[src/rtl/rvx_core_decode_queue.sv]
`default_nettype none
// ==== rvx_core_decode_queue: RV32I/Zicsr (+optional M) decoder feeding a DEPTH-entry valid/ready queue ====
// ==== Rev 1.0 ====
module rvx_core_decode_queue #(
  parameter int unsigned DEPTH              = 2,
  parameter bit          ENABLE_M_EXTENSION = 1'b0
) (
  input  logic                     clock,
  input  logic                     reset,
  input  logic                     flush,
  input  logic                     in_valid,
  output logic                     in_ready,
  input  logic [31:0]              in_instruction,
  input  logic [31:0]              in_pc,
  output logic                     out_valid,
  input  logic                     out_ready,
  output logic [31:0]              out_pc,
  output logic [31:0]              out_instruction,
  output logic [3:0]               alu_operation_code_s2,
  output logic                     muldiv_s2,
  output logic [2:0]               muldiv_operation_s2,
  output logic                     alu_2nd_operand_sel_s2,
  output logic                     branch_s2,
  output logic                     jump_s2,
  output logic                     load_s2,
  output logic                     store_s2,
  output logic                     load_unsigned_s2,
  output logic                     ecall_s2,
  output logic                     ebreak_s2,
  output logic                     mret_s2,
  output logic                     csr_write_request_s2,
  output logic                     integer_file_write_request_s2,
  output logic                     target_address_sel_s2,
  output logic                     illegal_instruction_s2,
  output logic [1:0]               load_size_s2,
  output logic [2:0]               csr_operation_s2,
  output logic [2:0]               immediate_type_s2,
  output logic [2:0]               writeback_mux_sel_s2,
  output logic [$clog2(DEPTH):0]   occupancy
);

  localparam int unsigned AW = $clog2(DEPTH);
  localparam logic [AW:0]   FULL_COUNT = DEPTH[AW:0];
  localparam logic [AW:0]   ONE_COUNT  = 1;
  localparam logic [AW-1:0] ONE_PTR    = 1;

  localparam logic [6:0] OPC_LOAD     = 7'b0000011;
  localparam logic [6:0] OPC_MISC_MEM = 7'b0001111;
  localparam logic [6:0] OPC_OP_IMM   = 7'b0010011;
  localparam logic [6:0] OPC_AUIPC    = 7'b0010111;
  localparam logic [6:0] OPC_STORE    = 7'b0100011;
  localparam logic [6:0] OPC_OP       = 7'b0110011;
  localparam logic [6:0] OPC_LUI      = 7'b0110111;
  localparam logic [6:0] OPC_BRANCH   = 7'b1100011;
  localparam logic [6:0] OPC_JALR     = 7'b1100111;
  localparam logic [6:0] OPC_JAL      = 7'b1101111;
  localparam logic [6:0] OPC_SYSTEM   = 7'b1110011;

  localparam logic [2:0] IMM_R = 3'd0;
  localparam logic [2:0] IMM_I = 3'd1;
  localparam logic [2:0] IMM_S = 3'd2;
  localparam logic [2:0] IMM_B = 3'd3;
  localparam logic [2:0] IMM_U = 3'd4;
  localparam logic [2:0] IMM_J = 3'd5;
  localparam logic [2:0] IMM_Z = 3'd6;

  localparam logic [2:0] WB_ALU    = 3'd1;
  localparam logic [2:0] WB_LOAD   = 3'd2;
  localparam logic [2:0] WB_UPPER  = 3'd3;
  localparam logic [2:0] WB_TARGET = 3'd4;
  localparam logic [2:0] WB_CSR    = 3'd5;
  localparam logic [2:0] WB_PC4    = 3'd6;

  typedef struct packed {
    logic [31:0] pc;
    logic [31:0] instruction;
    logic [3:0]  alu_op;
    logic        muldiv;
    logic [2:0]  muldiv_op;
    logic        alu_sel;
    logic        branch;
    logic        jump;
    logic        load;
    logic        store;
    logic        load_unsigned;
    logic        ecall;
    logic        ebreak;
    logic        mret;
    logic        csr_write;
    logic        int_write;
    logic        target_sel;
    logic        illegal;
    logic [1:0]  load_size;
    logic [2:0]  csr_op;
    logic [2:0]  imm_type;
    logic [2:0]  wb_sel;
  } bundle_t;

  logic [6:0]    opcode;
  logic [2:0]    funct3;
  logic [6:0]    funct7;
  logic          legal;
  logic          imm_arith;
  logic          is_muldiv;
  bundle_t       dec;

  always_comb begin
    opcode    = in_instruction[6:0];
    funct3    = in_instruction[14:12];
    funct7    = in_instruction[31:25];
    is_muldiv = (opcode == OPC_OP) && (funct7 == 7'b0000001);
    // Non-shift OP-IMM forms carry immediate bits in [30], not a sub/sra select.
    imm_arith = (opcode == OPC_OP_IMM) && (funct3[1:0] != 2'b01);
    legal     = 1'b0;
    dec             = '0;
    dec.pc          = in_pc;
    dec.instruction = in_instruction;
    dec.alu_op      = {in_instruction[30] & ~imm_arith, funct3};
    dec.load_size   = funct3[1:0];
    dec.csr_op      = funct3;
    dec.imm_type    = IMM_I;
    case (opcode)
      OPC_LOAD: begin
        legal             = (funct3 != 3'b011) && (funct3[2:1] != 2'b11);
        dec.load          = 1'b1;
        dec.load_unsigned = funct3[2];
        dec.int_write     = 1'b1;
        dec.wb_sel        = WB_LOAD;
      end
      OPC_STORE: begin
        legal        = ~funct3[2] && (funct3[1:0] != 2'b11);
        dec.store    = 1'b1;
        dec.imm_type = IMM_S;
      end
      OPC_BRANCH: begin
        legal        = funct3[2:1] != 2'b01;
        dec.branch   = 1'b1;
        dec.imm_type = IMM_B;
      end
      OPC_JALR: begin
        legal          = funct3 == 3'b000;
        dec.jump       = 1'b1;
        dec.target_sel = 1'b1;
        dec.int_write  = 1'b1;
        dec.wb_sel     = WB_PC4;
      end
      OPC_JAL: begin
        legal         = 1'b1;
        dec.jump      = 1'b1;
        dec.int_write = 1'b1;
        dec.wb_sel    = WB_PC4;
        dec.imm_type  = IMM_J;
      end
      OPC_LUI, OPC_AUIPC: begin
        legal         = 1'b1;
        dec.int_write = 1'b1;
        dec.wb_sel    = opcode[5] ? WB_UPPER : WB_TARGET;
        dec.imm_type  = IMM_U;
      end
      OPC_OP_IMM: begin
        legal         = imm_arith || (funct7 == 7'b0000000) ||
                        ((funct3 == 3'b101) && (funct7 == 7'b0100000));
        dec.int_write = 1'b1;
        dec.wb_sel    = WB_ALU;
      end
      OPC_OP: begin
        legal         = (funct7 == 7'b0000000) ||
                        ((funct7 == 7'b0100000) && ((funct3 == 3'b000) || (funct3 == 3'b101))) ||
                        (is_muldiv && ENABLE_M_EXTENSION);
        dec.muldiv    = is_muldiv;
        dec.muldiv_op = is_muldiv ? funct3 : 3'b000;
        dec.int_write = 1'b1;
        dec.wb_sel    = WB_ALU;
        dec.imm_type  = IMM_R;
      end
      OPC_MISC_MEM: begin
        legal = funct3[2:1] == 2'b00;
      end
      OPC_SYSTEM: begin
        if (funct3 == 3'b000) begin
          dec.ecall  = in_instruction == 32'h0000_0073;
          dec.ebreak = in_instruction == 32'h0010_0073;
          dec.mret   = in_instruction == 32'h3020_0073;
          legal      = dec.ecall || dec.ebreak || dec.mret;
        end else begin
          legal         = funct3 != 3'b100;
          // CSRRS/CSRRC with rs1=x0 are pure reads.
          dec.csr_write = ~(funct3[1] && (in_instruction[19:15] == 5'd0));
          dec.int_write = 1'b1;
          dec.wb_sel    = WB_CSR;
          dec.imm_type  = funct3[2] ? IMM_Z : IMM_I;
        end
      end
      default: legal = 1'b0;
    endcase
    dec.alu_sel = opcode[5];
    if (!legal) begin
      dec.muldiv        = 1'b0;
      dec.muldiv_op     = 3'b000;
      dec.alu_sel       = 1'b0;
      dec.branch        = 1'b0;
      dec.jump          = 1'b0;
      dec.load          = 1'b0;
      dec.store         = 1'b0;
      dec.load_unsigned = 1'b0;
      dec.ecall         = 1'b0;
      dec.ebreak        = 1'b0;
      dec.mret          = 1'b0;
      dec.csr_write     = 1'b0;
      dec.int_write     = 1'b0;
      dec.target_sel    = 1'b0;
      dec.wb_sel        = 3'b000;
      dec.illegal       = 1'b1;
    end
  end

  bundle_t       mem_q [DEPTH];
  bundle_t       mem_d [DEPTH];
  logic [AW-1:0] wr_ptr_q;
  logic [AW-1:0] wr_ptr_d;
  logic [AW-1:0] rd_ptr_q;
  logic [AW-1:0] rd_ptr_d;
  logic [AW:0]   count_q;
  logic [AW:0]   count_d;
  logic          push;
  logic          pop;
  bundle_t       head;

  always_comb begin
    in_ready  = ~reset & (count_q != FULL_COUNT);
    out_valid = count_q != '0;
    // A flush drops the entry even if the handshake completes this cycle.
    push      = in_valid & in_ready & ~flush;
    pop       = out_valid & out_ready;
    wr_ptr_d  = wr_ptr_q;
    rd_ptr_d  = rd_ptr_q;
    count_d   = count_q;
    for (int i = 0; i < DEPTH; i++) begin
      mem_d[i] = mem_q[i];
      if (push && (wr_ptr_q == AW'(i))) mem_d[i] = dec;
    end
    if (flush) begin
      wr_ptr_d = '0;
      rd_ptr_d = '0;
      count_d  = '0;
    end else begin
      if (push) wr_ptr_d = wr_ptr_q + ONE_PTR;
      if (pop)  rd_ptr_d = rd_ptr_q + ONE_PTR;
      case ({push, pop})
        2'b10:   count_d = count_q + ONE_COUNT;
        2'b01:   count_d = count_q - ONE_COUNT;
        default: count_d = count_q;
      endcase
    end
  end

  always_ff @(posedge clock) begin
    if (reset) begin
      wr_ptr_q <= '0;
      rd_ptr_q <= '0;
      count_q  <= '0;
    end else begin
      wr_ptr_q <= wr_ptr_d;
      rd_ptr_q <= rd_ptr_d;
      count_q  <= count_d;
    end
  end

  always_ff @(posedge clock) begin
    for (int i = 0; i < DEPTH; i++) mem_q[i] <= mem_d[i];
  end

  always_comb begin
    head = mem_q[rd_ptr_q];
    if (!out_valid) head = '0;
    out_pc                        = head.pc;
    out_instruction               = head.instruction;
    alu_operation_code_s2         = head.alu_op;
    muldiv_s2                     = head.muldiv;
    muldiv_operation_s2           = head.muldiv_op;
    alu_2nd_operand_sel_s2        = head.alu_sel;
    branch_s2                     = head.branch;
    jump_s2                       = head.jump;
    load_s2                       = head.load;
    store_s2                      = head.store;
    load_unsigned_s2              = head.load_unsigned;
    ecall_s2                      = head.ecall;
    ebreak_s2                     = head.ebreak;
    mret_s2                       = head.mret;
    csr_write_request_s2          = head.csr_write;
    integer_file_write_request_s2 = head.int_write;
    target_address_sel_s2         = head.target_sel;
    illegal_instruction_s2        = head.illegal;
    load_size_s2                  = head.load_size;
    csr_operation_s2              = head.csr_op;
    immediate_type_s2             = head.imm_type;
    writeback_mux_sel_s2          = head.wb_sel;
    occupancy                     = count_q;
  end

endmodule
`default_nettype wire

[config.mk]
export PLATFORM = sky130hd
export DESIGN_NAME = rvx_core_decode_queue
export DESIGN_NICKNAME = d
export VERILOG_FILES = /design/src/rtl/rvx_core_decode_queue.sv
export SDC_FILE = /design/constraint.sdc
export NUM_CORES = 1
export LEC_CHECK = 0
export CELL_PAD_IN_SITES_DETAIL_PLACEMENT = 1
export CELL_PAD_IN_SITES_GLOBAL_PLACEMENT = 1
export CORE_MARGIN = 2
export CORE_UTILIZATION = 38
export CTS_BUF_LIST = sky130_fd_sc_hd__clkbuf_4 sky130_fd_sc_hd__clkbuf_8
export DETAILED_ROUTE_END_ITERATION = 6
export PLACE_DENSITY = 0.83
export RECOVER_POWER = 50
export REMOVE_ABC_BUFFERS = 1
export SKIP_LAST_GASP = 1
export SLEW_MARGIN = 20
export SYNTH_ARGS = -nofsm -noshare
export SYNTH_HDL_FRONTEND = slang
export SYNTH_SLANG_ARGS = --single-unit
[constraint.sdc]
create_clock -name clock -period 6.5 [get_ports clock]
set_clock_uncertainty 0.15 [all_clocks]
set_input_delay 1.625 -clock clock [delete_from_list [all_inputs] [get_ports clock]]
set_output_delay 1.625 -clock clock [all_outputs]
set_load 0.05 [all_outputs]
==> results.sh, run 1 <==
export IMPL_outcome="complete, but fails checks"
export IMPL_violations="max-capacitance violations, max-slew violations"
export IMPL_synth_common_cells="176 x edfxtp_1, 106 x nor2_1, 89 x mux2i_1, 17 x clkbuf_1"
export IMPL_seqPwrFrac_pct=58.6
export IMPL_dpl_hpwl_microns=11700
export IMPL_p_int_mw=1.65
export IMPL_p_clk_share_pct=33.7
export IMPL_synth_seq_cells=181
export IMPL_start_util_pct=38.7
export IMPL_hold_class="reg -> reg"
export IMPL_synth_top_area_cell="edfxtp_1"
export IMPL_die_area_sq_um=20900
export IMPL_drt_total_wl_microns=17400
export IMPL_cpMostUsedCell="nor2_1"
export IMPL_syn_area_sq_um=7500
export IMPL_dp_cells=925
export IMPL_gp_congestion=0.762
export IMPL_cts_buffer_depth=2
export IMPL_fin_crit_sh_pct=79.4
export IMPL_num_vias=4732
export IMPL_pre_cts_slack_ns=1.60
export IMPL_clock_sinks=181
export IMPL_cp_max_fo=33
export IMPL_slew_headroom_pct=-63.5
export IMPL_cts_tree="built"
export IMPL_synth_top_cell_area_share_pct=70.5
export IMPL_ys_warn_count=0
export IMPL_layout_setup_ws_ns=1.34
export IMPL_hold_buffers=0
export IMPL_switchingPower_mw=0.571
export IMPL_dr_pass1_iters=6
export IMPL_io_pins=169
export IMPL_wl_per_cell_microns=18.2
export IMPL_drtAntennaViolNets=0
export IMPL_hold_slack_ns=0.412
export IMPL_tns_ns=0
export IMPL_drc_errors=0
export IMPL_syn2layout_area_growth_pct=30.9
export IMPL_startpoint_type="input port"
export IMPL_drive_above_1_share_pct=6.06
export IMPL_post_synth_cell_area_avg_sq_um=14.5
export IMPL_fin_util_pct=50.6
export IMPL_cts_buffers=17
export IMPL_syn_inst=516
export IMPL_crit_arrival_ns=5.11
export IMPL_p_leak_nw=3.00
export IMPL_grt_usage_pct=17.0
export IMPL_comb_power_share_pct=7.7
export IMPL_rsz0062_at_grt="no"
export IMPL_design_area_sq_um=9810
export IMPL_regToRegSetupSlack_ns=2.60
export IMPL_cpMaxStageDelayCell="nor2_1"
export IMPL_post_dp_cell_area_sq_um=9450
export IMPL_clkLatencyLatePin_ns=0.46
export IMPL_cp_end_kind="register"
export IMPL_viasPerCell=4.92
export IMPL_powerDensity_nw_per_um2=226
export IMPL_worst_pin_slew_ns=2.44
export IMPL_nNetsFinal=750
export IMPL_grt_max_degree=90
export IMPL_drt_iter0_markers=272
export IMPL_antenna_found_initial=3
export IMPL_path_cells="dlygate4sd3_1 > nor2_1 > nand3_1 > nor2_1 > buf_4"
export IMPL_synthTopCellsByArea="edfxtp_1 70%, mux2i_1 12%, nor2_1 5.3%"
export IMPL_hold_depth=2
export IMPL_ff2ff_path_depth=4
export IMPL_cts_setup_buffers=0
export IMPL_port_buffers=168
export IMPL_fin_crit_ns=5.16
export IMPL_ys_flop_type="edfxtp_1"
export IMPL_ctsRootBufferMaster="clkbuf_8"
export IMPL_met3_usage_pct=4.77
export IMPL_worstPathRequired_ns=6.45
export IMPL_use_met2_pct=31.6
export IMPL_synth_most_common_cell="edfxtp_1"
export IMPL_grt_pass1_wl_microns=26700
export IMPL_grt_use_met1_pct=18.6
export IMPL_power_total_mw=2.22
export IMPL_synth_edf_count=176
export IMPL_fmax_mhz=194
export IMPL_final_cell_count_no_fill=961
export IMPL_clkTransAtPathRegs_ns=0.10
export IMPL_path_class="in -> reg"
export IMPL_ys_async_sr_fraction_pct=0
export IMPL_grt_overflow=0
export IMPL_top_usage_layer="met2"
export IMPL_hold_viol=0
export IMPL_seq_area_frac_synth_pct=71.8
export IMPL_num_rows=51
export IMPL_slew_viol_final=84
export IMPL_cts_resized_gates=0
export IMPL_fillCellCount=1987
export IMPL_fp_dieW_microns=144
export IMPL_first_global_vias=5110
export IMPL_ys_types=45
export IMPL_critPathMaxStageDelay_ns=1.83
export IMPL_switching_share_pct=25.7
export IMPL_core_area_sq_um=19400
export IMPL_maxCapViolCount=3
export IMPL_die_h_microns=144
export IMPL_h_tree_depth=4
export IMPL_ir_worst_vdd_uv=132
export IMPL_setup_viol_count_final=0
worst max-delay path: cells and delay by family:
family,cells,cell delay (ns)
and+or+nand+nor,3,2.15
buffers and inverters,2,1.30
area by class of cell:
| type | count | area, sq um | share of cell area [%] |
|---|---|---|---|
| Tap cell | 265 | 332 | 3.38 |
| Multi-Input combinational cell | 299 | 1950 | 19.9 |
| Inverter | 6 | 22.5 | 0.229 |
| Sequential cell | 181 | 5390 | 54.9 |
| Clock inverter | 15 | 151 | 1.54 |
| Timing Repair Buffer | 175 | 1730 | 17.6 |
| Antenna cell | 3 | 7.51 | 0.0765 |
| Clock buffer | 17 | 234 | 2.38 |
cells in the final DEF (no fill, tap or decap), types with 6 or more instances in the layout:
cell | netlist | final
nand2_1 | 8 | 8
inv_6 | 0 | 6
inv_8 | 0 | 6
nor2_1 | 106 | 105
nand3_1 | 6 | 6
nor3_1 | 12 | 12
dlygate4sd3_1 | 0 | 65
inv_1 | 6 | 6
edfxtp_1 | 176 | 176
clkbuf_8 | 0 | 17
mux2i_1 | 89 | 89
a21oi_1 | 12 | 12
clkdlybuf4s50_1 | 0 | 103
conb_1 | 1 | 8
kinds of logic after synthesis:
kind of cell             Yosys count  synth area share (%)
AND/OR/NAND/NOR                  158                  9.43
adder cells (fa/ha/maj)            1                 0.167
AO/OA/AOI/OAI                     36                  3.22
flip-flops                       181                  71.8
buffers and inverters             43                  2.64
XOR/XNOR                           7                 0.818
multiplexers                      89                  11.9
other                              1                0.0500
layer usage:
| layer | up-vias | share of wire [%] |
|---|---|---|
| li1 | 2233 | - |
| met1 | 2367 | 40 |
| met2 | 117 | 54 |
| met3 | 15 | 4.4 |
| met4 | 0 | 1.6 |
| met5 | - | 0 |
flip-flops by register name (all words and copies together) (netlist names), named ones only:
name       cells
mem_q        176
occupancy      2
rd_ptr_q       1
wr_ptr_q       1
path summary, 6_finish.rpt:
check	from	endpoint
max	reset	mem_q[1][82]
min	rd_ptr_q	register
max reg2reg	occupancy[0]	mem_q[1][82]
min reg2reg	rd_ptr_q	register
power by group through the flow:
stage	Sequential (mW)	Combinational (mW)	Clock, mW
floorplan	1.33	0.0818	0
global placement	1.33	0.174	0
CTS	1.30	0.182	0.770
finish	1.30	0.172	0.748
global route	1.30	0.185	0.814
detailed placement	1.33	0.181	0
No activity file was read; power rests on OpenSTA's default activity.
==> run 2, diff against run 1 <==
==> constraint.sdc (replaced) <==
create_clock -name clock -period 4.1 [get_ports clock]
set_clock_uncertainty 0.15 [all_clocks]
set_input_delay 1.025 -clock clock [delete_from_list [all_inputs] [get_ports clock]]
set_output_delay 1.025 -clock clock [all_outputs]
set_load 0.05 [all_outputs]
==> results.sh, run 2 (same netlist as run 1, synthesis figures left out) <==
export IMPL_outcome="completed"
export IMPL_r2r_end="mem_q[0][59]"
export IMPL_start_util_pct=38.7
export IMPL_io_pins=169
export IMPL_grt_max_degree=89
export IMPL_multi_input_area_sq_um=1960
export IMPL_power_total_mw=3.56
export IMPL_hold_viol=0
export IMPL_fin_crit_ns=3.85
export IMPL_drc_errors=0
export IMPL_die_area_sq_um=20900
export IMPL_cts_buffers=17
export IMPL_slew_viol_final=0
export IMPL_dr_pass1_iters=5
export IMPL_p_leak_nw=3.05
export IMPL_drive_above_1_share_pct=6.83
export IMPL_powerDensity_nw_per_um2=358
export IMPL_cts_tree="built"
export IMPL_worst_pin_slew_ns=1.42
export IMPL_hold_class="reg -> reg"
export IMPL_maxCapViolCount=0
export IMPL_min_delay_start="rd_ptr_q"
export IMPL_grt_pass1_wl_microns=27300
export IMPL_worstPathRequired_ns=2.92
export IMPL_clkTransAtPathRegs_ns=0.10
export IMPL_crit_arrival_ns=2.68
export IMPL_cts_buffer_depth=2
export IMPL_num_rows=51
export IMPL_clock_sinks=181
export IMPL_ir_worst_vdd_uv=203
export IMPL_port_buffers=168
export IMPL_clkLatencyLatePin_ns=0.45
export IMPL_setup_viol_count_final=0
export IMPL_largest_reg_flops=176
export IMPL_cts_resized_gates=0
export IMPL_die_h_microns=144
export IMPL_gp_congestion=0.852
export IMPL_nNetsFinal=760
export IMPL_critPathMaxStageDelay_ns=0.83
export IMPL_h_tree_depth=4
export IMPL_antenna_found_initial=0
export IMPL_viasPerCell=4.95
export IMPL_slew_headroom_pct=4.90
export IMPL_layout_common_cells="176 x edfxtp_1, 104 x nor2_1, 103 x clkdlybuf4s50_1"
export IMPL_syn2layout_area_growth_pct=32.7
export IMPL_ctsRootBufferMaster="clkbuf_8"
export IMPL_cpLargestDelayFamily="buffers and inverters"
export IMPL_cpMaxStageDelayCell="clkdlybuf4s50_1"
export IMPL_critPathBufInv=2
export IMPL_startpoint_type="input port"
export IMPL_ff2ff_path_depth=4
export IMPL_hold_depth=2
export IMPL_cp_end_kind="primary output"
export IMPL_fp_dieW_microns=144
export IMPL_final_common_cell="edfxtp_1"
export IMPL_num_vias=4798
export IMPL_drtAntennaViolNets=0
export IMPL_grt_overflow=0
export IMPL_fmax_mhz=260
export IMPL_fin_util_pct=51.3
export IMPL_path_cells="dlygate4sd3_1 > nor2b_1 > clkdlybuf4s50_1"
export IMPL_first_global_vias=5199
export IMPL_path_class="in -> out"
export IMPL_design_area_sq_um=9950
export IMPL_drt_total_wl_microns=17500
export IMPL_cp_max_fo=7
export IMPL_grt_usage_pct=17.2
export IMPL_drt_iter0_markers=246
export IMPL_hold_buffers=0
export IMPL_crit_reg2reg_launch="occupancy[0]"
export IMPL_seqCellArea_sq_um=5390
export IMPL_regToRegSetupSlack_ns=1.32
export IMPL_post_dp_cell_area_sq_um=9590
export IMPL_final_cell_count_no_fill=969
export IMPL_wl_per_cell_microns=18.1
export IMPL_rsz0062_at_grt="no"
export IMPL_largest_register="mem_q"
export IMPL_fin_crit_sh_pct=93.9
export IMPL_fillCellCount=1924
export IMPL_dp_cells=936
export IMPL_cts_setup_buffers=0
export IMPL_core_area_sq_um=19400
export IMPL_dpl_hpwl_microns=12400
run 2: where the power goes:
group	switching, mW	internal (mW)	total, mW	leakage, nW
Clock	0.661	0.557	1.22	0.197
Combinational	0.174	0.109	0.283	1.21
Sequential	0.00762	2.05	2.06	1.65
run 2: worst max path at each step:
stage / from / to / slack, ns / cells past startpoint
final: reset / in_ready / 0.25 / 3
after global routing: reset / in_ready / 0.22 / 3
after CTS: reset / in_ready / 0.36 / 3
after detailed placement: in_instruction[6] / mem_q[0][23] / 0.17 / 6
after global placement: in_instruction[4] / mem_q[0][23] / 0.34 / 7
after floorplan: occupancy[0] / alu_operation_code_s2[0] / -3.11 / 2
run 2: layer usage:
layer / track usage (%) / routed length, microns / up-vias
li1: - / - / 2250
met1: 19.9 / 6820 / 2378
met2: 30.9 / 9380 / 143
met3: 4.83 / 1020 / 27
met4: 5.52 / 288 / 0
met5: 0 / 0 / -
run 2: worst register-to-register path, stage by stage, from the launching register on:
cell      delay, ns
dfxtp_1        0.50
nand2b_1       0.18
nand3_1        0.21
nor2_1         1.12
buf_12         0.30
run 2: through the flow:
stage	setup WS [ns]	setup TNS (ns)	hold slack (ns)
final	0.250	0	0.421
after global routing	0.225	0	0.460
after CTS	0.358	0	0.421
after detailed placement	0.175	0	0.407
after global placement	0.337	0	0.385
after floorplan	-3.11	-430.08	0.368
run 2: cell type report:
type	count	share of cell area [%]
antenna	1	0.0251
clock buffer	17	2.35
clock inverter	15	1.66
inverter	6	0.226
multi-input combinational	299	19.7
sequential	181	54.1
tap	265	3.33
timing repair buffer	185	18.6
